[config.mk]
export PLATFORM = sky130hd
export DESIGN_NAME = fb_reader
export DESIGN_NICKNAME = d
export VERILOG_FILES = /design/src/rtl/fb_reader_pkg.sv /design/src/rtl/fb_addr_gen.sv /design/src/rtl/fb_reader.sv
export SDC_FILE = /design/constraint.sdc
export NUM_CORES = 1
export LEC_CHECK = 0
export CAP_MARGIN = 5
export CORE_ASPECT_RATIO = 2
export CORE_UTILIZATION = 35
export DETAILED_ROUTE_END_ITERATION = 16
export DONT_BUFFER_PORTS = 1
export PLACE_DENSITY_LB_ADDON = 0.15
export SLEW_MARGIN = 20
export SYNTH_ARGS = -nofsm -noshare
export SYNTH_HDL_FRONTEND = slang
export SYNTH_SLANG_ARGS = --single-unit
[constraint.sdc]
create_clock -name clk -period 3.97 [get_ports clk]
set_input_delay 0.794 -clock clk [delete_from_list [all_inputs] [get_ports clk]]
set_output_delay 0.794 -clock clk [all_outputs]
set_load 0.02 [all_outputs]
[src/rtl/fb_reader_pkg.sv]
// Shared VGA definitions: active resolution, the "no request" coordinate code,
// RGB444 pixel width and the swap FSM state type. The timing controller imports
// the same constants so both ends agree on frame geometry.
package fb_reader_pkg;

  localparam int          VGA_H_RES = 640;
  localparam int          VGA_V_RES = 480;
  localparam int          COORD_W   = 10;
  localparam int          RGB_W     = 12;
  localparam logic [9:0]  NO_REQ    = 10'h3FF;

  typedef enum logic {
    SWAP_IDLE    = 1'b0,
    SWAP_PENDING = 1'b1
  } swap_state_e;

  // A coordinate pair is a request only when neither axis carries the NO_REQ code.
  function automatic logic coord_req(input logic [9:0] x, input logic [9:0] y);
    return (x != NO_REQ) && (y != NO_REQ);
  endfunction

endpackage

[src/rtl/fb_addr_gen.sv]
// Purpose: pure combinational map from pixel coordinate + bank to framebuffer address.
// Ports:   pix_x/pix_y in (10b), bank in; addr out (AW), in_range out (valid in-frame request).
// Address = bank*FB_W*FB_H + (pix_y>>SCALE_SHIFT)*FB_W + (pix_x>>SCALE_SHIFT), all at AW bits.
module fb_addr_gen
  import fb_reader_pkg::*;
#(
  parameter int H_RES       = VGA_H_RES,
  parameter int V_RES       = VGA_V_RES,
  parameter int SCALE_SHIFT = 2,
  parameter int AW          = 16
) (
  input  logic [9:0]    pix_x,
  input  logic [9:0]    pix_y,
  input  logic          bank,
  output logic [AW-1:0] addr,
  output logic          in_range
);

  localparam int FB_W = H_RES >> SCALE_SHIFT;
  localparam int FB_H = V_RES >> SCALE_SHIFT;

  // Both banks must fit: 2*FB_W*FB_H <= 2**AW.
  localparam logic [AW-1:0] FB_W_A    = AW'(FB_W);
  localparam logic [AW-1:0] BANK_BASE = AW'(FB_W * FB_H);

  logic [AW-1:0] col;
  logic [AW-1:0] row;
  logic [AW-1:0] base;

  // Widen before the multiply so no partial product is truncated.
  assign col  = AW'(pix_x >> SCALE_SHIFT);
  assign row  = AW'(pix_y >> SCALE_SHIFT);
  assign base = bank ? BANK_BASE : '0;
  assign addr = base + (row * FB_W_A) + col;

  // Out-of-range coordinates are demoted to "no request" so an aliased BRAM word
  // never reaches the screen.
  assign in_range = coord_req(pix_x, pix_y)
                  && (pix_x < 10'(H_RES))
                  && (pix_y < 10'(V_RES));

endmodule

[src/rtl/fb_reader.sv]
// Purpose: double-buffered, upscaled framebuffer pixel source for the VGA timing controller;
//          bank flips only at frame end via a swap_req/swap_ack handshake.
// Ports:   clk/rstn; pix_x/pix_y request in; pixel out (1 clk later); rd_addr/rd_data to
//          synchronous BRAM; swap_req in, swap_ack/disp_bank/frame_end out.
module fb_reader
  import fb_reader_pkg::*;
#(
  parameter int         H_RES       = VGA_H_RES,
  parameter int         V_RES       = VGA_V_RES,
  parameter int         SCALE_SHIFT = 2,
  parameter int         AW          = 16,
  parameter logic [11:0] BG_COLOR   = 12'h000
) (
  input  logic          clk,
  input  logic          rstn,
  input  logic [9:0]    pix_x,
  input  logic [9:0]    pix_y,
  output logic [11:0]   pixel,
  output logic [AW-1:0] rd_addr,
  input  logic [11:0]   rd_data,
  input  logic          swap_req,
  output logic          swap_ack,
  output logic          disp_bank,
  output logic          frame_end
);

  logic        req;
  logic        last;

  logic        req_q,       req_d;
  logic        frame_end_q, frame_end_d;
  logic        swap_ack_q,  swap_ack_d;
  logic        disp_bank_q, disp_bank_d;
  swap_state_e state_q,     state_d;

  fb_addr_gen #(
    .H_RES       (H_RES),
    .V_RES       (V_RES),
    .SCALE_SHIFT (SCALE_SHIFT),
    .AW          (AW)
  ) u_addr_gen (
    .pix_x    (pix_x),
    .pix_y    (pix_y),
    .bank     (disp_bank_q),
    .addr     (rd_addr),
    .in_range (req)
  );

  assign last = req && (pix_x == 10'(H_RES - 1)) && (pix_y == 10'(V_RES - 1));

  // BRAM read latency is the whole pipeline: req_q simply tracks which rd_data is real.
  assign req_d       = req;
  assign frame_end_d = last;

  // The flip is registered on the same edge that launches the last pixel's read, so that
  // pixel was addressed with the old bank and the next frame is entirely the new one.
  always_comb begin
    state_d     = state_q;
    disp_bank_d = disp_bank_q;
    swap_ack_d  = 1'b0;
    unique case (state_q)
      SWAP_IDLE: begin
        if (swap_req) begin
          if (last) begin
            disp_bank_d = ~disp_bank_q;
            swap_ack_d  = 1'b1;
          end else begin
            state_d = SWAP_PENDING;
          end
        end
      end
      SWAP_PENDING: begin
        if (!swap_req) begin
          state_d = SWAP_IDLE;          // request withdrawn, no flip
        end else if (last) begin
          disp_bank_d = ~disp_bank_q;
          swap_ack_d  = 1'b1;
          state_d     = SWAP_IDLE;
        end
      end
      default: state_d = SWAP_IDLE;
    endcase
  end

  always_ff @(posedge clk or negedge rstn) begin
    if (!rstn) begin
      req_q       <= 1'b0;
      frame_end_q <= 1'b0;
      swap_ack_q  <= 1'b0;
      disp_bank_q <= 1'b0;
      state_q     <= SWAP_IDLE;
    end else begin
      req_q       <= req_d;
      frame_end_q <= frame_end_d;
      swap_ack_q  <= swap_ack_d;
      disp_bank_q <= disp_bank_d;
      state_q     <= state_d;
    end
  end

  assign pixel     = req_q ? rd_data : BG_COLOR;
  assign swap_ack  = swap_ack_q;
  assign disp_bank = disp_bank_q;
  assign frame_end = frame_end_q;

endmodule

Word level (Yosys, flattened, before mapping)
Index checks and enable logic that the tools add are counted.
{"block": "op_classes", "addsub": 2, "mul": 1, "magnitude_cmp": 2, "n_eq_ne": 4, "n_mux": 6, "n_bitwise": 1, "reduce_logical": 6}
{"cell": "$ne A10 B10 Y1 const B", "n": 2}
{"cell": "$add A16 B16 Y16", "n": 1}
{"cell": "$add A16 B8 Y16", "n": 1}
{"cell": "$mux W15", "n": 1}
{"cell": "$mux W12", "n": 1}
{"cell": "$mul A8 B3 Y11 const B", "n": 1}
{"cell": "$eq A10 B10 Y1 const B", "n": 1}
{"cell": "$eq A10 B9 Y1 const B", "n": 1}
{"cell": "$lt A10 B10 Y1 const B", "n": 1}
{"cell": "$lt A10 B9 Y1 const B", "n": 1}
{"cell": "$logic_and A1 B1 Y1", "n": 5}
{"cell": "$mux W1", "n": 4}
{"cell": "$reduce_and A2 Y1", "n": 1}
{"cell": "$not A1 Y1", "n": 1}
{"block": "totals", "register_bits": 4, "word_cells": 26}

Longest topological paths before layout
{"block": "depth", "word_depth": 8, "depth_mapped": 12}

By module
From an unflattened synthesis, not the netlist that was laid out.
{"block": "unflattened", "cells_unflattened": 124, "area_unflattened_um2": 1028.5}
{"module": "fb_addr_gen", "instances": 1, "cells_each": 95, "area_per_inst_um2": 748.2, "seq_area_each_um2": 0.0}
{"module": "fb_reader", "instances": 1, "cells_each": 29, "area_per_inst_um2": 280.3, "seq_area_each_um2": 100.1}

Worst setup path before layout
No wires, ideal clock.
{"block": "synth_timing", "path_type": "input port to output port", "start": "input pix_y[3]", "end": "output rd_addr[15]", "arrival_time_ns": 3.182, "required_time_ns": 3.176, "setup_slack_ns": -0.006, "path_stages": 12, "path_cell_list": "ha_1 -> ha_1 -> fa_1 -> nand3_1 -> and2_4 -> nor2_1 -> o21a_1 -> nor2_1 -> xnor2_1 -> ha_1 -> a31oi_2 -> xor2_1"}
{"block": "synth_via", "elab_chain_len": 3}
{"item": "start, declared", "line": "fb_reader.sv:17", "rtl": "input logic [9:0] pix_y,"}
{"item": "$mul A8 B3 Y11", "line": "fb_addr_gen.sv:34", "rtl": "assign addr = base + (row * FB_W_A) + col;"}
{"item": "$add A16 B16 Y16", "line": "fb_addr_gen.sv:34"}
{"item": "$add A16 B8 Y16", "line": "fb_addr_gen.sv:34"}
{"item": "end, declared", "line": "fb_reader.sv:19", "rtl": "output logic [AW-1:0] rd_addr,"}
Every way passes these cells.

Worst setup path in the final report
{"block": "layout_timing", "start": "input pix_y[3]", "end": "output rd_addr[14]"}
Same word-level chain as after synthesis.

==> results.md <==
- Outcome: finished clean
- Filler instances: 291
- Clk_lat worst skew: 0.21 ns
- Core area: 2700 sq um
- Sequential area share after synthesis: 10.1%
- Final setup vio count: 0
- CP endpoint kind: output pin
- Hold Buf Count CTS: 0
- Critical Path Source Type: primary input
- DR vias: 902
- Share of the synthesized area in the top cell type: 24.0%
- R2R Path End: disp_bank
- Mapped Nets: 177
- Clk_skew: 0 ns
- Root buffer cell: clkbuf_8
- Total gr overflow: 0
- Vias in the first global route: 995
- Arr. time, crit path: 3.06 ns
- Warnings from Yosys: 0
- R2R Path Start: disp_bank
- Min Tclk post-route: 3.86 ns
- # Max-Cap Violations: 0
- Max incr delay on CP: 0.35 ns
- Avg Vias per Cell: 5.71
- Hold/Removal Path Class: in -> async
- LEAKAGE: 0.523 nW
- Worst Reg2Reg Path Length in Cells: 1
- Bufs and invs on worst path: 2
- Crit-path max FO: 4
- Row count: 27
- First DRT Iteration DRCs: 7
- Slew Viols, Final: 0
- Main flop type after synthesis: dfrtp_1
- WL/cell: 16.2 microns
- Final hold violations: 0
- Setup CP Type: in -> out
- CTS H-tree depth: 1
- Count of flip-flops with a built-in enable after synthesis: 0
- Max Root-Sink Buffers: 2
- CTS tree: yes
- Post-Place Cell Area: 1080 sq um
- Initial antenna violation count: 0
- Drt pass-1 iters: 2
- Slew headroom: 67.2%
- DIE WIDTH: 39.6 microns
- Setup TNS: 0 ns
- Starting density of the core: 36.7%
- Syn_area_per_cell: 8.19 sq um
- TritonCTS Sinks: 4
- DRC: 0
- Final HPWL DP: 2290 microns
- Area Overhead vs Synth: 15.4%
- Synth Register Bits: 4
- Leading post-synthesis cells by cell area: ha_1 24%, dfrtp_1 10%, and2_1 8.2%
- Cts bufs inserted: 3
- PortBufs: 0
- Power Density: 302 nW/um^2
- Layout cell share with drive strength beyond 1: 20.2%
- DRT Wirelength: 2560 microns
- Worst-path cell chain: ha_1, ha_1, fa_2, nand3_2, and2_4, nor2_1, o21a_1, nor2_2, xnor2_1, ha_1, buf_4, xnor2_1, buf_4
- Fin nets: 187
- Library cells used by synthesis: 36
- GR Util All Layers: 18.1%
- Area leader, netlist: ha_1
- Ports: 66
- Clk slew on worst S/H paths: 0.03 ns
- Worst EP required: 3.18 ns
- Worst slew pin tran: 0.488 ns
- Cell family with most CP delay: adder cells
- Die area: 3060 sq um
- Largest net degree at the start of global routing: 13
- Final period utilization: 97.2%
- R2R Setup Slk: 3.08 ns
- Worst vdd ir: 0.119 mV
- First-pass GRT wire length: 3980 microns
- Mapped Cells: 121
- Antenna cells: 0
- Max frequency: 259 MHz
- Post-synth ARST share: 100%
- Worst path most repeated cell: ha_1
- Post-Syn Area: 991 sq um
- Final Instance Area: 1140 sq um
- DRT antenna net count: 0
- Slowest-stage cell, CP: fa_2
- RSZ-0062 raised after global routing: no
- Die Height: 77.3 microns
- Final hold slack: 0.275 ns
- Placer's final routability congestion estimate: 0.799
synth_stat cells (all sizes together) (3+ instances only):
library cell,instances
ha,19
buf,5
dfrtp,4
nand2,5
inv,7
and2,14
xnor2,9
xor2,3
a21oi,7
nor2,14
o21ai,5
where the power goes:
part | total, mW | internal [mW] | leakage [nW] | switching [mW]
Clock | 0.0853 | 0.0646 | 0.0216 | 0.0207
Sequential | 0.0433 | 0.0418 | 0.0546 | 0.00154
Combinational | 0.216 | 0.0903 | 0.447 | 0.126
final cells by class:
class / count / area, sq um / share of cell area [%]
multi-input combinational: 104 / 857 / 74.9
sequential: 4 / 100 / 8.75
timing repair buffer: 11 / 82.6 / 7.22
clock buffer: 3 / 41.3 / 3.61
tap: 29 / 36.3 / 3.17
inverter: 7 / 26.3 / 2.30
how the worst max path moves through the flow:
stage / startpoint / endpoint / slack (ns) / cells past startpoint
floorplan: pix_y[3] / rd_addr[15] / 0.07 / 12
global placement: pix_y[3] / rd_addr[14] / 0.04 / 13
detailed placement: pix_y[3] / rd_addr[15] / -0.007 / 13
CTS: pix_y[3] / rd_addr[14] / 0.05 / 13
global route: pix_y[4] / rd_addr[15] / 0.004 / 11
finish: pix_y[3] / rd_addr[14] / 0.11 / 13
layer usage:
layer / routed length, microns / track usage [%] / vias up
li1: - / - / 435
met1: 753 / 14.0 / 420
met2: 1680 / 39.0 / 45
met3: 117 / 1.16 / 2
met4: 10 / 5.17 / 0
met5: 0 / 0 / -
per-stage QoR:
stage | utilization [%] | power (mW) | cells | setup slack (ns)
after floorplan | - | 0.207 | 121 | 0.0687
after global placement | 39.8 | 0.256 | 155 | 0.0423
after detailed placement | 39.8 | 0.257 | 155 | -0.00666
after CTS | 41.9 | 0.348 | 158 | 0.0520
after global routing | 42.3 | 0.369 | 158 | 0.00369
final | 42.3 | 0.345 | 158 | 0.113
timing repair:
item | 4_1_cts | 5_1_grt
endpoints found under the setup margin | 1 | 3
pin swaps | 1 | 1
setup buffers | 0 | 0
resized for setup | 3 | 2
cells in the final DEF (no fill, tap or decap), types with 2 or more instances in the layout:
| cell type | instances |
|---|---|
| a21oi_1 | 7 |
| a221oi_1 | 2 |
| and2_1 | 13 |
| buf_4 | 11 |
| clkbuf_8 | 3 |
| dfrtp_1 | 4 |
| ha_1 | 19 |
| inv_1 | 7 |
| nand2_1 | 4 |
| nand2b_1 | 2 |
| nand4_1 | 2 |
| nor2_1 | 12 |
| nor2_2 | 2 |
| nor2b_1 | 2 |
| o21a_1 | 2 |
| o21ai_0 | 2 |
| o21ai_1 | 3 |
| or2_1 | 2 |
| xnor2_1 | 9 |
| xor2_1 | 2 |
cell families after synthesis:
family	share of synthesized area (%)
AO/OA/AOI/OAI	19.7
XOR/XNOR	10.6
adder cells (fa/ha/maj)	28.0
buffers and inverters	6.82
flip-flops	10.1
AND/OR/NAND/NOR	24.7
registers in the layout (all words and copies together), names as in the netlist:
name / cells
disp_bank: 1
swap_ack: 1
frame_end: 1
req_q: 1
Power figures use the tool's default switching activity.
